**src/rtl/imem_readback_if.sv**
```systemverilog
// Bus bundle for imem_readback: start/range request, instruction-memory read port and byte stream.
// master = readback engine, slave = memory/consumer side.
interface imem_readback_if #(
  parameter int ADDR_WIDTH = 10,
  parameter int WORD_BYTES = 4
);
  logic                    start;
  logic [ADDR_WIDTH-1:0]   start_addr;
  logic [ADDR_WIDTH-1:0]   end_addr;
  logic                    mem_rd_en;
  logic [ADDR_WIDTH-1:0]   mem_addr;
  logic [8*WORD_BYTES-1:0] mem_rdata;
  logic [7:0]              byte_out;
  logic                    byte_valid;
  logic                    byte_ready;
  logic                    busy;
  logic                    done;
  logic                    err;

  modport master (
    input  start, start_addr, end_addr, mem_rdata, byte_ready,
    output mem_rd_en, mem_addr, byte_out, byte_valid, busy, done, err
  );

  modport slave (
    output start, start_addr, end_addr, mem_rdata, byte_ready,
    input  mem_rd_en, mem_addr, byte_out, byte_valid, busy, done, err
  );
endinterface

```
**src/rtl/imem_readback.sv**
```systemverilog
// Reads an inclusive instruction-memory range and streams each word little-endian as bytes (valid/ready).
// Optional trailing XOR checksum byte when IMEM_READBACK_CHECKSUM_EN is defined.
module imem_readback #(
  parameter int ADDR_WIDTH = 10,
  parameter int WORD_BYTES = 4
) (
  input  logic          clock,
  input  logic          reset,
  imem_readback_if.master bus
);

  localparam int DW = 8 * WORD_BYTES;
  localparam int CW = (WORD_BYTES > 1) ? $clog2(WORD_BYTES) : 1;
  localparam logic [CW-1:0] LAST_BYTE = CW'(WORD_BYTES - 1);

`ifdef IMEM_READBACK_CHECKSUM_EN
  typedef enum logic [2:0] {IDLE, READ, CAPTURE, SEND, FINISH, CSUM} state_t;
`else
  typedef enum logic [2:0] {IDLE, READ, CAPTURE, SEND, FINISH} state_t;
`endif

  state_t                state, state_nxt;
  logic [ADDR_WIDTH-1:0] addr, addr_nxt;
  logic [ADDR_WIDTH-1:0] end_q, end_nxt;
  logic [DW-1:0]         shift, shift_nxt;
  logic [CW-1:0]         cnt, cnt_nxt;
`ifdef IMEM_READBACK_CHECKSUM_EN
  logic [7:0]            csum, csum_nxt;
`endif
  logic                  good_start, bad_start, fire;

  logic                  mem_rd_en_q, mem_rd_en_nxt;
  logic [ADDR_WIDTH-1:0] mem_addr_q, mem_addr_nxt;
  logic [7:0]            byte_out_q, byte_out_nxt;
  logic                  byte_valid_q, byte_valid_nxt;
  logic                  busy_q, busy_nxt;
  logic                  done_q, done_nxt;
  logic                  err_q, err_nxt;

  assign fire = byte_valid_q && bus.byte_ready;

  always_ff @(posedge clock or negedge reset) begin
    if (!reset) begin
      state        <= IDLE;
      addr         <= '0;
      end_q        <= '0;
      shift        <= '0;
      cnt          <= '0;
`ifdef IMEM_READBACK_CHECKSUM_EN
      csum         <= '0;
`endif
      mem_rd_en_q  <= 1'b0;
      mem_addr_q   <= '0;
      byte_out_q   <= '0;
      byte_valid_q <= 1'b0;
      busy_q       <= 1'b0;
      done_q       <= 1'b0;
      err_q        <= 1'b0;
    end else begin
      state        <= state_nxt;
      addr         <= addr_nxt;
      end_q        <= end_nxt;
      shift        <= shift_nxt;
      cnt          <= cnt_nxt;
`ifdef IMEM_READBACK_CHECKSUM_EN
      csum         <= csum_nxt;
`endif
      mem_rd_en_q  <= mem_rd_en_nxt;
      mem_addr_q   <= mem_addr_nxt;
      byte_out_q   <= byte_out_nxt;
      byte_valid_q <= byte_valid_nxt;
      busy_q       <= busy_nxt;
      done_q       <= done_nxt;
      err_q        <= err_nxt;
    end
  end

  // Equality compare on the last address keeps end_addr = all-ones from wrapping.
  always_comb begin
    state_nxt  = state;
    addr_nxt   = addr;
    end_nxt    = end_q;
    shift_nxt  = shift;
    cnt_nxt    = cnt;
`ifdef IMEM_READBACK_CHECKSUM_EN
    csum_nxt   = csum;
`endif
    good_start = 1'b0;
    bad_start  = 1'b0;
    case (state)
      IDLE: begin
        if (bus.start) begin
          if (bus.end_addr >= bus.start_addr) begin
            good_start = 1'b1;
            addr_nxt   = bus.start_addr;
            end_nxt    = bus.end_addr;
`ifdef IMEM_READBACK_CHECKSUM_EN
            csum_nxt   = '0;
`endif
            state_nxt  = READ;
          end else begin
            bad_start = 1'b1;
          end
        end
      end
      READ:    state_nxt = CAPTURE;
      CAPTURE: begin
        shift_nxt = bus.mem_rdata;
        cnt_nxt   = '0;
        state_nxt = SEND;
      end
      SEND: begin
        if (fire) begin
          shift_nxt = shift >> 8;
          cnt_nxt   = cnt + 1'b1;
`ifdef IMEM_READBACK_CHECKSUM_EN
          csum_nxt  = csum ^ shift[7:0];
`endif
          if (cnt == LAST_BYTE) begin
            if (addr == end_q) begin
`ifdef IMEM_READBACK_CHECKSUM_EN
              state_nxt = CSUM;
`else
              state_nxt = FINISH;
`endif
            end else begin
              addr_nxt  = addr + 1'b1;
              state_nxt = READ;
            end
          end
        end
      end
`ifdef IMEM_READBACK_CHECKSUM_EN
      CSUM:    if (fire) state_nxt = FINISH;
`endif
      FINISH:  state_nxt = IDLE;
      default: state_nxt = IDLE;
    endcase
  end

  // Outputs are computed from the next state so every port comes straight from a flop.
  always_comb begin
    mem_rd_en_nxt  = (state_nxt == READ);
    mem_addr_nxt   = (state_nxt == READ) ? addr_nxt : mem_addr_q;
    byte_out_nxt   = byte_out_q;
    byte_valid_nxt = (state_nxt == SEND);
    busy_nxt       = (state_nxt == READ) || (state_nxt == CAPTURE) || (state_nxt == SEND);
    if (state_nxt == SEND) byte_out_nxt = shift_nxt[7:0];
`ifdef IMEM_READBACK_CHECKSUM_EN
    if (state_nxt == CSUM) begin
      byte_out_nxt   = csum_nxt;
      byte_valid_nxt = 1'b1;
      busy_nxt       = 1'b1;
    end
`endif
    done_nxt = (state_nxt == FINISH) || bad_start;
    err_nxt  = err_q;
    if (bad_start)       err_nxt = 1'b1;
    else if (good_start) err_nxt = 1'b0;
  end

  assign bus.mem_rd_en  = mem_rd_en_q;
  assign bus.mem_addr   = mem_addr_q;
  assign bus.byte_out   = byte_out_q;
  assign bus.byte_valid = byte_valid_q;
  assign bus.busy       = busy_q;
  assign bus.done       = done_q;
  assign bus.err        = err_q;

endmodule

```
**src/flat_wrapper.sv**
```systemverilog
// flat-port wrapper written by rule: the top's interface ports become plain ports
module imem_readback_flat 
#(
  parameter int ADDR_WIDTH = 10,
  parameter int WORD_BYTES = 4
)
  (clock, reset, bus_start, bus_start_addr, bus_end_addr, bus_mem_rdata, bus_byte_ready, bus_mem_rd_en, bus_mem_addr, bus_byte_out, bus_byte_valid, bus_busy, bus_done, bus_err);
  imem_readback_if #(.ADDR_WIDTH(ADDR_WIDTH), .WORD_BYTES(WORD_BYTES)) bus_i ();
  input  logic clock;
  input  logic reset;
  input wire logic [$bits(bus_i.start)-1:0] bus_start;
  input wire logic [$bits(bus_i.start_addr)-1:0] bus_start_addr;
  input wire logic [$bits(bus_i.end_addr)-1:0] bus_end_addr;
  input wire logic [$bits(bus_i.mem_rdata)-1:0] bus_mem_rdata;
  input wire logic [$bits(bus_i.byte_ready)-1:0] bus_byte_ready;
  output wire logic [$bits(bus_i.mem_rd_en)-1:0] bus_mem_rd_en;
  output wire logic [$bits(bus_i.mem_addr)-1:0] bus_mem_addr;
  output wire logic [$bits(bus_i.byte_out)-1:0] bus_byte_out;
  output wire logic [$bits(bus_i.byte_valid)-1:0] bus_byte_valid;
  output wire logic [$bits(bus_i.busy)-1:0] bus_busy;
  output wire logic [$bits(bus_i.done)-1:0] bus_done;
  output wire logic [$bits(bus_i.err)-1:0] bus_err;
  assign bus_i.start = bus_start;
  assign bus_i.start_addr = bus_start_addr;
  assign bus_i.end_addr = bus_end_addr;
  assign bus_i.mem_rdata = bus_mem_rdata;
  assign bus_i.byte_ready = bus_byte_ready;
  assign bus_mem_rd_en = bus_i.mem_rd_en;
  assign bus_mem_addr = bus_i.mem_addr;
  assign bus_byte_out = bus_i.byte_out;
  assign bus_byte_valid = bus_i.byte_valid;
  assign bus_busy = bus_i.busy;
  assign bus_done = bus_i.done;
  assign bus_err = bus_i.err;
  imem_readback #(.ADDR_WIDTH(ADDR_WIDTH), .WORD_BYTES(WORD_BYTES)) u_core (.clock(clock), .reset(reset), .bus(bus_i));
endmodule
```
**config.mk**
```make
export PLATFORM = sky130hd
export DESIGN_NAME = imem_readback_flat
export DESIGN_NICKNAME = d
export VERILOG_FILES = /design/src/rtl/imem_readback_if.sv /design/src/rtl/imem_readback.sv /design/src/flat_wrapper.sv
export SDC_FILE = /design/constraint.sdc
export NUM_CORES = 1
export LEC_CHECK = 0
export CAP_MARGIN = 10
export CORE_ASPECT_RATIO = 1.4
export CORE_MARGIN = 3
export CORE_UTILIZATION = 50
export CTS_CLUSTER_DIAMETER = 30
export DETAILED_ROUTE_END_ITERATION = 8
export DONT_BUFFER_PORTS = 1
export GPL_TIMING_DRIVEN = 1
export PLACE_DENSITY = 0.7
export SLEW_MARGIN = 20
export SYNTH_ARGS = -nofsm -noshare
export SYNTH_HDL_FRONTEND = slang
export SYNTH_SLANG_ARGS = --single-unit
```
**constraint.sdc**
```tcl
create_clock -name clock -period 2.45 [get_ports clock]
set_input_delay 0.245 -clock clock [delete_from_list [all_inputs] [get_ports clock]]
set_output_delay 0.245 -clock clock [all_outputs]
set_load 0.005 [all_outputs]
```
-- Word level (Yosys, flattened, before mapping)
Cells that the tools add are included.
- register bits after elaboration: 80
- bits of input ports: 56
- output and inout port bits: 23
- logic and storage cells: 59
- $add $sub $neg: 2
- magnitude comparators: 1
- eq/ne operators: 10
- mux-type cells: 24
- reductions and logical operators: 9
- operators by type and width (kind ; number):
    $pmux W32 S2 ; 1
    $mux W10 ; 5
    $mux W32 ; 1
    $pmux W10 S2 ; 1
    $mux W3 ; 5
    $eq A3 B2 Y1 const B ; 4
    $pmux W3 S4 ; 1
    $add A10 B1 Y10 const B ; 1
    $eq A10 B10 Y1 ; 1
    $ge A10 B10 Y1 ; 1
    $mux W1 ; 8
    $eq A3 B1 Y1 const B ; 2
    $pmux W2 S2 ; 1
    $reduce_bool A2 Y1 ; 2
    $eq A3 B3 Y1 const B ; 1
    $logic_not A3 Y1 ; 1
    $logic_or A1 B1 Y1 ; 3
    $reduce_and A3 Y1 ; 1
    $add A2 B1 Y2 const B ; 1
    $eq A2 B2 Y1 const B ; 1
    $mux W2 ; 1
    $ne A2 B1 Y1 const B ; 1
    $reduce_and A2 Y1 ; 1
    $logic_and A1 B1 Y1 ; 1

-- Depth between registers and ports, before layout
Gate-level depths: netlist of run 1.
- depth in word-level cells: 8
- gate-level depth with buffers: 10
- gate-level depth less buffers: 9

-- Least setup slack after synthesis of run 1
Ideal clock, no wire load.
- path type: input port to flip-flop
- from: input bus_start_addr[4]
- to: register u_core.mem_addr_q[5], in the netlist u_core.bus.mem_addr[5]
- setup time: 0.129 ns
- data arrival time: 1.852 ns
- data required time: 2.321 ns
- slack: 0.469 ns
- cell stages on the path: 8
- cells stage by stage: inv_1 ha_1 a41oi_1 o31ai_1 o21ba_2 buf_2 nor2_8 a2111o_1
- word-level cells in the longest chain between the ends: 5
- elaborated cells on any way between the ends: 8
- classes of those cells: order compare (1); eq/ne (1); mux (6)
- ends and longest elaborated chain (what ; RTL line ; text):
    from (decl) ; flat_wrapper.sv:12 ; input wire logic [$bits(bus_i.start_addr)-1:0] bus_start_addr;
    $ge A10 B10 Y1 (*) ; imem_readback.sv:93 ; if (bus.end_addr >= bus.start_addr) begin
    $mux W3 ; imem_readback.sv:93 ;
    $mux W3 ; imem_readback.sv:92 ; if (bus.start) begin
    $pmux W3 S4 ; imem_readback.sv:90 ; case (state)
    $eq A3 B1 Y1 ; imem_readback.sv:144 ; mem_addr_nxt = (state_nxt == READ) ? addr_nxt : mem_addr_q;
    to (signal assigned) ; imem_readback.sv:69 ; mem_addr_q <= mem_addr_nxt;
    to (decl) ; imem_readback.sv:33 ; logic [ADDR_WIDTH-1:0] mem_addr_q, mem_addr_nxt;
Every way passes the cells marked *; elsewhere a longest branch is shown, timed or not.
A chain may end at the register's enable or synchronous reset.

-- Worst setup path after layout of run 1
- from: register u_core.addr[0]
- to: register u_core.mem_addr_q[8], in the netlist u_core.bus.mem_addr[8]
- word-level cells in the longest chain between the ends: 6
- elaborated cells on any way between the ends: 11
- classes of those cells: add/sub (1); eq/ne (2); mux (8)
- ends and longest elaborated chain (what ; RTL line ; text):
    from (decl) ; imem_readback.sv:23 ; logic [ADDR_WIDTH-1:0] addr, addr_nxt;
    from (signal assigned) ; imem_readback.sv:61 ; addr <= addr_nxt;
    parallel branches: the longest is 6 deep, another holds $add A10 B1 Y10 ; -- ;
Parallel ways; which one is timed is not known.

==> summary.md, run 1 <==
| Metric | Value |
|---|---|
| Seq. cell area | 2000 um2 |
| Combinational family with the most area after synthesis | compound AO/OA/AOI/OAI gates |
| Final Critical Period | between 2000 and 2500 ps |
| Status | complete, no violations |
| Int Pwr | 2.76 mW |
| Rel. slew slack | about 45% |
| Yosys reg bits | 80 |
| Drt first pass iters | 5 |
| Critical hold path startpoint | bus_end_addr[1] |
| Final Cycle Share | ~90% |
| Clock Latency Late Sink | 350 ps |
| Setup TNS | 0 ps |
| Power share of the combinational group | 28.0% |
| Crit-path max FO | 9 |
| Worst-path clk slew | approximately 90 ps |
| Clk buf depth | 2 |
| Fmax | 454 MHz |
| CTS H-tree lvls | 3 |
| CTS Buf Count | 9 |
| DR WL/cell | 18.0 um |
| Die Ht | 110 um |
| CTS tree | built |
| Final HPWL DP | 6.34 mm |
| Post-synth cell types | 49 |
| Max-capacitance violation count | 0 |
| Clk_skew | 13.8 ps |
| Final Instance Area | 4270 um2 |
| Die width | 80.0 um |
| Dominant cell by count in the synthesized netlist | dfrtp_1 |
| Fin nets | about 460 |
| GRT overflow | 0 |
| Met3 routed WL | 717 um |
| Initial drt markers | 278 |
| Routed Antenna Nets | 0 |
| Switching fraction of total power | 35.3% |
| CTS Sinks | 80 |
| RR Startpoint | u_core.addr[0] |
| N_diodes | 0 |
| Clk pwr share | a little under a quarter |
| # rows | 37 |
| Synth top cells by count | dfrtp_1, nand2_1, inv_1, a222oi_1, o21ai_0 |
| Switching power | 1.51 mW |
| Fin. max-slew vios | 0 |
| Crit end category | register |
| R2R depth | 6 |
| Max layer used | met4 |
| Post-synth top area share | 52.2% |
| Avg Inst Size Synth | ~10 um2 |
| Max VDD drop | 0.568 mV |
| Total Power | 4.26 mW |
| Final WS setup | 246 ps |
| Global-route wire length before repair | 14.2 mm |
| Post-synthesis compound-gate area fraction | 17.3% |
| Wl on met1 | around 3.4 mm |
| RSZ-0062 raised after global routing | no |
| Worst-Margin Slew | between 800 and 900 ps |
| DRC viols | 0 |
| Ports | 79 |
| Sequential area share after synthesis | 52.2% |
| Core Region | 7410 um2 |
| RD Place Congestion | about 0.9 |
| CTS Root Cell | clkbuf_8 |
| Placed inst area | 3930 um2 |
| Area of the die | 8770 um2 |
| Multi-input logic area | 1570 um2 |
| Initial antenna violation count | 0 |
| Async set-reset flop share out of synthesis | 100% |
| Syn_nets | ~440 |
| Setup violators final | 0 |
| GRT Total Usage | 21.1% |
| Total wire length | between 8 and 9 mm |
| Synthesized instance count | 374 |
| Post-CTS Resized | 0 |
| Ys flop type | dfrtp_1 |
| Layout cells sized above 1 | 12.2% |
| Simple-gate portion of the synthesized area | 14.6% |
| Largest net degree at the start of global routing | 81 |
| Yosys warns | 0 |
| Final hold violations | 0 |
| Area grow syn2layout | 11.4% |
| Worst path cell trace | xnor2_1, nand4_1, or3_1, nand3b_1, mux2_2, a31oi_1 |
| Adder-Cell Fraction of Synth Area | 3.92% |
| Initial Utilization | 51.8% |
| Place WS | 52.2 ps |
| Worst path max stage delay | roughly 520 ps |
| Post-Synth XOR/XNOR Area | 3.30% |
| Mux share of post-synthesis cell area | 1.73% |
| CP max-delay cell | or3_1 |
| I/O Buffers | 0 |
| Sequential share of power | 48.6% |
| Fillcell total | 669 |
| Worst EP arrival | 2480 ps |
| Largest area contributor in the netlist | dfrtp_1 |
| Pwr/cell area | roughly 1000 nW/um2 |
| Leak | 2.11 nW |
| WL met2 | 4.48 mm |
| Cell Area, Synth | 3830 um2 |
| CP Launch Type | register |
| EDFF count, synth | 0 |
| Req. time, crit path | 2720 ps |
| Vias post-DR | about 2900 |
| Hold Path Depth | 2 |
| Synth area leaders | dfrtp_1, nand2_1, a222oi_1 |
| HP Class | in -> reg |
| Vias/cell | 5.85 |
| WS Path Type | reg -> reg |
| CP startpoint | u_core.addr[0] |
| Vias in the first global route | 2879 |
## stage by stage
stage	hold slack (ps)	utilization [%]	instances
floorplan	-50.6	-	374
global placement	-48.4	53.0	460
finish	21.5	57.7	489
detailed placement	-48.9	53.0	460
CTS	0.697	57.5	487
global route	6.22	57.7	489
## worst paths after layout
check | endpoint | slack, ps
max in group asynchronous | u_core.bus.byte_out[5] | 1660
min in group asynchronous | u_core.end_q[3] | 430
worst min register to register | u_core.shift[12] | 490
worst max register to register | u_core.bus.mem_addr[8] | 250
worst max-delay path | u_core.bus.mem_addr[8] | 250
worst min-delay path | u_core.end_q[1] | 20
## worst max-delay path: cells and delay by family (launching register included)
family	cells	cell delay, ps
simple gates	3	890
flops	1	470
mux	1	360
xor+xnor	1	250
compound gates	1	160
## kinds of logic (layout without fill, tap and decap cells)
logic type,Yosys count,count (layout)
xor+xnor,11,11
fa+ha+maj,12,12
simple gates,120,120
compound gates,84,84
flops,80,80
buf+inv,61,79
mux,6,6
## flip-flops by register name (all words and copies together) (netlist names)
name                   flops
u_core.bus.byte_out        8
u_core.addr               10
u_core.bus.busy            1
u_core.cnt                 2
u_core.bus.byte_valid      1
u_core.state               3
u_core.bus.err             1
u_core.end_q              10
u_core.bus.done            1
u_core.bus.mem_addr       10
u_core.shift              32
u_core.bus.mem_rd_en       1
## layout by cell type, fill, tap and decap left out, types with 4 or more instances in the layout
| cell | instances |
|---|---|
| dlygate4sd3_1 | 10 |
| ha_1 | 12 |
| inv_1 | 40 |
| buf_4 | 10 |
| nor2_1 | 14 |
| nand2_1 | 64 |
| o21ai_0 | 19 |
| clkbuf_8 | 9 |
| or3_1 | 4 |
| a22o_1 | 9 |
| nand3_1 | 12 |
| xnor2_1 | 7 |
| mux2_2 | 5 |
| nor3_1 | 7 |
| a21oi_1 | 7 |
| dfrtp_1 | 80 |
| xnor2_2 | 4 |
| a222oi_1 | 23 |
## repair_timing
item,CTS,global route
hold buffers,11,0
hold endpoints to repair,89,0
endpoints found under the setup margin,0,2
setup buffers,0,2
## final cells by class
class                           instances  area share [%]
Sequential cell                        80            46.9
Multi-Input combinational cell        233            36.7
Timing Repair Buffer                   22            5.21
Inverter                               41            3.60
Clock buffer                            9            2.90
Tap cell                               97            2.84
Clock inverter                          7            1.84
## power groups by stage
stage	sequential [mW]	combinational, mW	clock, mW
6_report	2.07	1.20	0.997
5_1_grt	2.12	1.37	1.06
4_1_cts	2.08	1.20	1.02
3_5_place_dp	2.10	1.15	0
3_3_place_gp	2.09	1.11	0
2_1_floorplan	1.98	0.986	0
## routing by layer
| metal | up-vias | track usage, % |
|---|---|---|
| met3 | 15 | 6.89 |
| met4 | 0 | 7.61 |
| met1 | 1369 | 24.8 |
| met2 | 118 | 35.8 |
| li1 | 1358 | - |
| met5 | - | 0 |
Note: power is estimated with default switching activity, not from simulation.
==> run 2, diff against run 1 <==
Settings changed: CORE_UTILIZATION 50 to 40, PLACE_DENSITY 0.7 to 0.59.
==> run 2 against run 1 <==
Effect of this change: critical path depth shrank 1; design area grew 1.0%; via count shrank 0.52%; highest routed layer unchanged.
==> summary.md, run 2 (synthesized netlist as in run 1, its figures left out) <==
| Metric | Value |
|---|---|
| Status | complete, no violations |
| I/O Buffers | 0 |
| Clk_skew | 8.12 ps |
| Fillcell total | between 800 and 900 |
| Rel. slew slack | 41.9% |
| WS Path Type | reg -> reg |
| CTS Buf Count | 9 |
| CTS Sinks | 80 |
| Final Cycle Share | 91.6% |
| Vias post-DR | about 2800 |
| Worst-Margin Slew | 871 ps |
| Drt first pass iters | 7 |
| Clock Latency Late Sink | between 300 and 400 ps |
| Global-route wire length before repair | about 15 mm |
| DRC viols | 0 |
| Largest net degree at the start of global routing | 81 |
| Post-CTS Setup Repair Bufs | 0 |
| Final Critical Period | 2250 ps |
| RD Place Congestion | between 0.8 and 0.9 |
| Total wire length | 9.00 mm |
| Routed Antenna Nets | 0 |
| Switching power | 1.51 mW |
| Vias in the first global route | about 3100 |
| CTS H-tree lvls | 3 |
| Clk buf depth | 2 |
| Vias/cell | 5.85 |
| Area of the die | approximately 11000 um2 |
| CTS Root Cell | clkbuf_16 |
| Largest register by flop count | u_core.shift |
| Most common cell after layout, fill and taps aside | dfrtp_1 |
| Max-capacitance violation count | 0 |
| GRT overflow | 0 |
| Req. time, crit path | 2660 ps |
| Final HPWL DP | 6.53 mm |
| Post-CTS Resized | 0 |
| # rows | 41 |
| Setup TNS | 0 ps |
| Final hold violations | 0 |
| Switching fraction of total power | a little over 30% |
| Fmax | 445 MHz |
| Clk pwr share | approximately a third |
| Fin. max-slew vios | 0 |
| Initial drt markers | around 280 |
| Layout cells sized above 1 | a little under an eighth |
| GRT Total Usage | around 18% |
| Worst EP arrival | 2450 ps |
| Initial antenna violation count | 0 |
| Die Ht | around 120 um |
| Int Pwr | roughly 3.3 mW |
| Initial Utilization | 41.8% |
| N_diodes | 0 |
| Area grow syn2layout | 12.5% |
| Max reg flops | 32 |
| HP Class | in -> reg |
| Crit end category | register |
| Ports | 79 |
| CTS tree | built |
| Die width | ~89 um |
| Pwr/cell area | approximately 1100 nW/um2 |
| Commonest cells after routing, fill and taps aside | dfrtp_1, nand2_1, inv_1, a222oi_1, o21ai_0 |
| Leak | 2.14 nW |
| Hold WS | 9.74 ps |
| Worst-path clk slew | 60 ps |
| Crit-path max FO | 11 |
| RSZ-0062 raised after global routing | no |
| Max VDD drop | 0.561 mV |
| Power share of the combinational group | between 20% and 30% |
| Setup violators final | 0 |
| Fin nets | 442 |
| Sequential share of power | 42.7% |
| DR WL/cell | 18.5 um |
| Core Region | slightly above 9000 um2 |
| CP Launch Type | register |
==> run 2: cell count changes in the layout (fill, tap and decap cells not counted), sizes merged <==
cell | before | now
bufinv | 1 | 3
dlygate4sd3 | 10 | 1
clkbuf | 9 | 12
clkinvlp | 3 | 0
buf | 12 | 8
inv | 43 | 41
==> run 2: timing repair <==
| action | in CTS | in global routing |
|---|---|---|
| setup endpoints to repair | 0 | 0 |
| endpoints found under the hold margin | 80 | 0 |
| hold buffers | 2 | 0 |
==> run 2: final cells by class <==
cell class	instances	area (um2)	share of cell area, %
Timing Repair Buffer	9	90.1	2.09
Sequential cell	80	2000	46.4
Clock inverter	4	98.8	2.29
Inverter	41	154	3.57
Multi-Input combinational cell	233	1570	36.4
Clock buffer	12	267	6.18
Tap cell	107	134	3.10
==> run 2: through the flow <==
| stage | std cells | setup WS (ps) | instance area [um2] | util (%) | total power, mW |
|---|---|---|---|---|---|
| CTS | 486 | 178 | 4320 | 47.0 | 4.92 |
| finish | 486 | 205 | 4320 | 47.0 | 4.86 |
| global route | 486 | 32.8 | 4320 | 47.0 | 5.19 |
| detailed placement | 468 | 200 | 3910 | 42.6 | 3.26 |
| global placement | 468 | 236 | 3910 | 42.6 | 3.22 |
| floorplan | 374 | 469 | 3830 | - | 2.97 |
==> run 2: layer usage <==
metal	up-vias	GRT usage [%]	wire, um
met5	-	0	0
met4	0	9.17	278
met3	23	5.89	817
met2	122	29.6	4400
met1	1371	21.3	3500
li1	1329	-	-
==> run 2: path summary, 6_finish.rpt <==
| check | start | depth (start not counted) | slack, ps | to |
|---|---|---|---|---|
| worst max-delay path | u_core.state[0] | 5 | 200 | u_core.bus.mem_addr[5] |
| worst min-delay path | bus_end_addr[6] | 2 | 10 | u_core.end_q[6] |
| worst max register to register | u_core.state[0] | 5 | 200 | u_core.bus.mem_addr[5] |
| worst min register to register | u_core.end_q[6] | 2 | 490 | u_core.end_q[6] |
| max in group asynchronous | reset | 2 | 1650 | u_core.addr[8] |
| min in group asynchronous | reset | 2 | 450 | u_core.bus.mem_addr[4] |
==> run 2: power by group through the flow <==
| stage | Sequential (mW) | Clock [mW] | Combinational (mW) |
|---|---|---|---|
| 2_1_floorplan | 1.98 | 0 | 0.986 |
| 6_report | 2.08 | 1.60 | 1.18 |
| 5_1_grt | 2.14 | 1.68 | 1.37 |
| 3_5_place_dp | 2.10 | 0 | 1.16 |
| 4_1_cts | 2.09 | 1.63 | 1.20 |
| 3_3_place_gp | 2.10 | 0 | 1.13 |
==> run 2: worst max-delay path, stage by stage (launching register included) <==
cell and delay, ps:
dfrtp_1 500, nor3_2 430, nand2_1 210, o21ba_2 470, nor2_8 80, a2111o_1 420
==> run 3, diff against run 2 <==
Settings changed: ABC_AREA set to 1.
==> run 3 against run 2 <==
Effect of this change: worst setup slack better by 270 ps; count of clock-buffer cells in the layout is 3 lower; non-clock buffer count is 1 lower; power is 24% higher; largest cell class unchanged; synthesized cell count is 50% higher; hold slack better by 17 ps; largest power group unchanged; utilization is 0.13 points lower; design area is 9.9% higher.
==> summary.md, run 3 <==
| Metric | Value |
|---|---|
| Delay-heaviest family, CP | simple AND/OR/NAND/NOR gates |
| CTS H-tree lvls | 3 |
| Global-route wire length before repair | 18.1 mm |
| Setup violators final | 0 |
| Clock Latency Late Sink | between 300 and 400 ps |
| Routed Antenna Nets | 0 |
| N_diodes | 0 |
| HP Class | in -> reg |
| Final Cycle Share | 80.7% |
| Die width | just over 90 um |
| Crit end category | register |
| Fin nets | 631 |
| Total Power | 6.03 mW |
| Largest area contributor in the netlist | dfrtp_1 |
| Rel. slew slack | 64.0% |
| Fmax | between 500 and 600 MHz |
| Synthesized instance count | 560 |
| I/O Buffers | 0 |
| Synth area leaders | dfrtp_1, nand2_1, inv_1 |
| Final hold violations | 0 |
| GRT Total Usage | 19.7% |
| CP Launch Type | register |
| Ports | 79 |
| Fin. max-slew vios | 0 |
| Vias/cell | 4.96 |
| Largest register by flop count | u_core.shift |
| Drt first pass iters | 4 |
| Post-synth cell types | 34 |
| Status | complete, no violations |
| Max VDD drop | 0.621 mV |
| RD Place Congestion | 0.966 |
| Die Ht | 128 um |
| Core Region | between 10000 and 15000 um2 |
| Hold Path Depth | 2 |
| Crit-path max FO | 23 |
| R2R depth | 12 |
| GRT Max-Usage Layer | met2 |
| Initial Utilization | approximately two fifths |
| Worst-Margin Slew | 538 ps |
| Worst path bufs/invs | 4 |
| DRC viols | 0 |
| EDFF count, synth | 0 |
| Met3 Usage GRT | 3.46% |
| Leak | 2.46 nW |
| CP max-delay cell | dfrtp_1 |
| Area of the die | 11900 um2 |
| Area grow syn2layout | 11.9% |
| GRT overflow | 0 |
| Syn_nets | ~630 |
| Worst EP arrival | around 2300 ps |
| Initial antenna violation count | 0 |
| Cell Area, Synth | 4240 um2 |
| Clk_skew | about 4.5 ps |
| Avg Inst Size Synth | 7.56 um2 |
| CTS Sinks | 80 |
| Sequential area share after synthesis | 47.3% |
| Crit path top cell by count | nand2_1 |
| CP Depth | 12 |
| Async set-reset flop share out of synthesis | 100% |
| Yosys warns | 0 |
| Most common cell after layout, fill and taps aside | nand2_1 |
| Layout cells sized above 1 | roughly 9.2% |
| Fillcell total | 1100 |
| Vias in the first global route | 3806 |
| Commonest cells after routing, fill and taps aside | nand2_1, dfrtp_1, inv_1, nand3_1, o21ai_0 |
| Post-CTS Setup Repair Bufs | 0 |
| Req. time, crit path | 2720 ps |
| Dominant cell by count in the synthesized netlist | nand2_1 |
| Worst path max stage delay | 450 ps |
| Setup TNS | 0 ps |
| Vias post-DR | roughly 3500 |
| GRT met2 Usage | 34.3% |
| Max reg flops | 32 |
| CTS Root Cell | clkbuf_16 |
| Post-synth top area share | 47.3% |
| RSZ-0062 raised after global routing | no |
| Largest net degree at the start of global routing | 81 |
| CTS tree | built |
| Place WS | 210 ps |
| Hold WS | 26.7 ps |
| Worst-path clk slew | about 60 ps |
| Final Critical Period | around 2000 ps |
| CTS Buf Count | 9 |
| Clk buf depth | 2 |
| Final WS setup | 472 ps |
| # rows | 43 |
| Total wire length | 10.7 mm |
| Initial drt markers | 170 |
| DR WL/cell | 15.2 um |
| Final HPWL DP | 7.96 mm |
| Synth top cells by count | nand2_1, dfrtp_1, inv_1, nand3_1, o21ai_0 |
| Worst path cell trace | nor3_4, nand2_2, inv_2, nand2_2, buf_4, inv_2, nand2_1, nand2_1, inv_1, nand2_1, nand2_1, nand2_1 |
| Pwr/cell area | 1270 nW/um2 |
| Met1 usage | 22.2% |
| Max-capacitance violation count | 0 |
| Ys flop type | dfrtp_1 |
| WS Path Type | reg -> reg |
| Yosys reg bits | 80 |
[run 3: final cells by class]
type | instances | area, um2 | area share (%)
multi-input cells | 387 | 1850 | 39.1
clock inverters | 7 | 119 | 2.51
inverters | 77 | 292 | 6.15
repair buffers | 8 | 82.6 | 1.74
well taps | 135 | 169 | 3.56
clock buffers | 9 | 225 | 4.75
flip-flops and latches | 80 | 2000 | 42.2
[run 3: final timing paths]
| path | startpoint | endpoint | slack, ps |
|---|---|---|---|
| max reg2reg | u_core.state[1] | u_core.bus.mem_addr[8] | 470 |
| max in group asynchronous | reset | u_core.addr[3] | 1640 |
| max | u_core.state[1] | u_core.bus.mem_addr[8] | 470 |
| min | bus_end_addr[7] | u_core.end_q[7] | 30 |
| min reg2reg | u_core.cnt[1] | u_core.cnt[1] | 490 |
| min in group asynchronous | reset | u_core.end_q[4] | 450 |
[run 3: per-layer routing]
metal  share of wire, %  up-vias  wire [um]
met5                  0        -          0
met4                4.4        0        470
met3                4.5       27        477
met2                 52       85       5600
met1                 39     1617       4170
li1                   -     1759          -
[run 3: worst register-to-register path, delay by kind of cell, from the launching register on]
family                 cells  cell delay, ps
and+or+nand+nor            8             870
buffers and inverters      4             610
DFF                        1             450
[run 3: cells by family (layout without fill, tap and decap cells)]
kind of cell,Yosys count,count (layout),synth area share [%]
adders and majority gates,12,12,3.54
AOI/OAI and AO/OA,57,57,7.56
and+or+nand+nor,316,316,32.1
xor gates and xnor gates,2,2,0.414
DFF,80,80,47.3
buffers and inverters,93,101,9.16
[run 3: what timing repair did]
item                                   4_1_cts  5_1_grt
hold buffers                                 2        0
setup endpoints to repair                    0        7
resized for setup                            0        1
endpoints found under the hold margin       80        0
[run 3: per-stage QoR]
step,util [%],std cells,cell area [um2]
floorplan,-,560,4240
global placement,43.0,685,4350
detailed placement,43.0,685,4350
CTS,46.8,703,4730
global route,46.9,703,4740
finish,46.9,703,4740
[run 3: where the power goes]
| part | switching (mW) | total [mW] | internal [mW] | leakage, nW |
|---|---|---|---|---|
| combinational | 1.47 | 2.18 | 0.714 | 1.28 |
| sequential | 0.397 | 2.30 | 1.90 | 1.01 |
| clock | 0.548 | 1.55 | 0.999 | 0.167 |
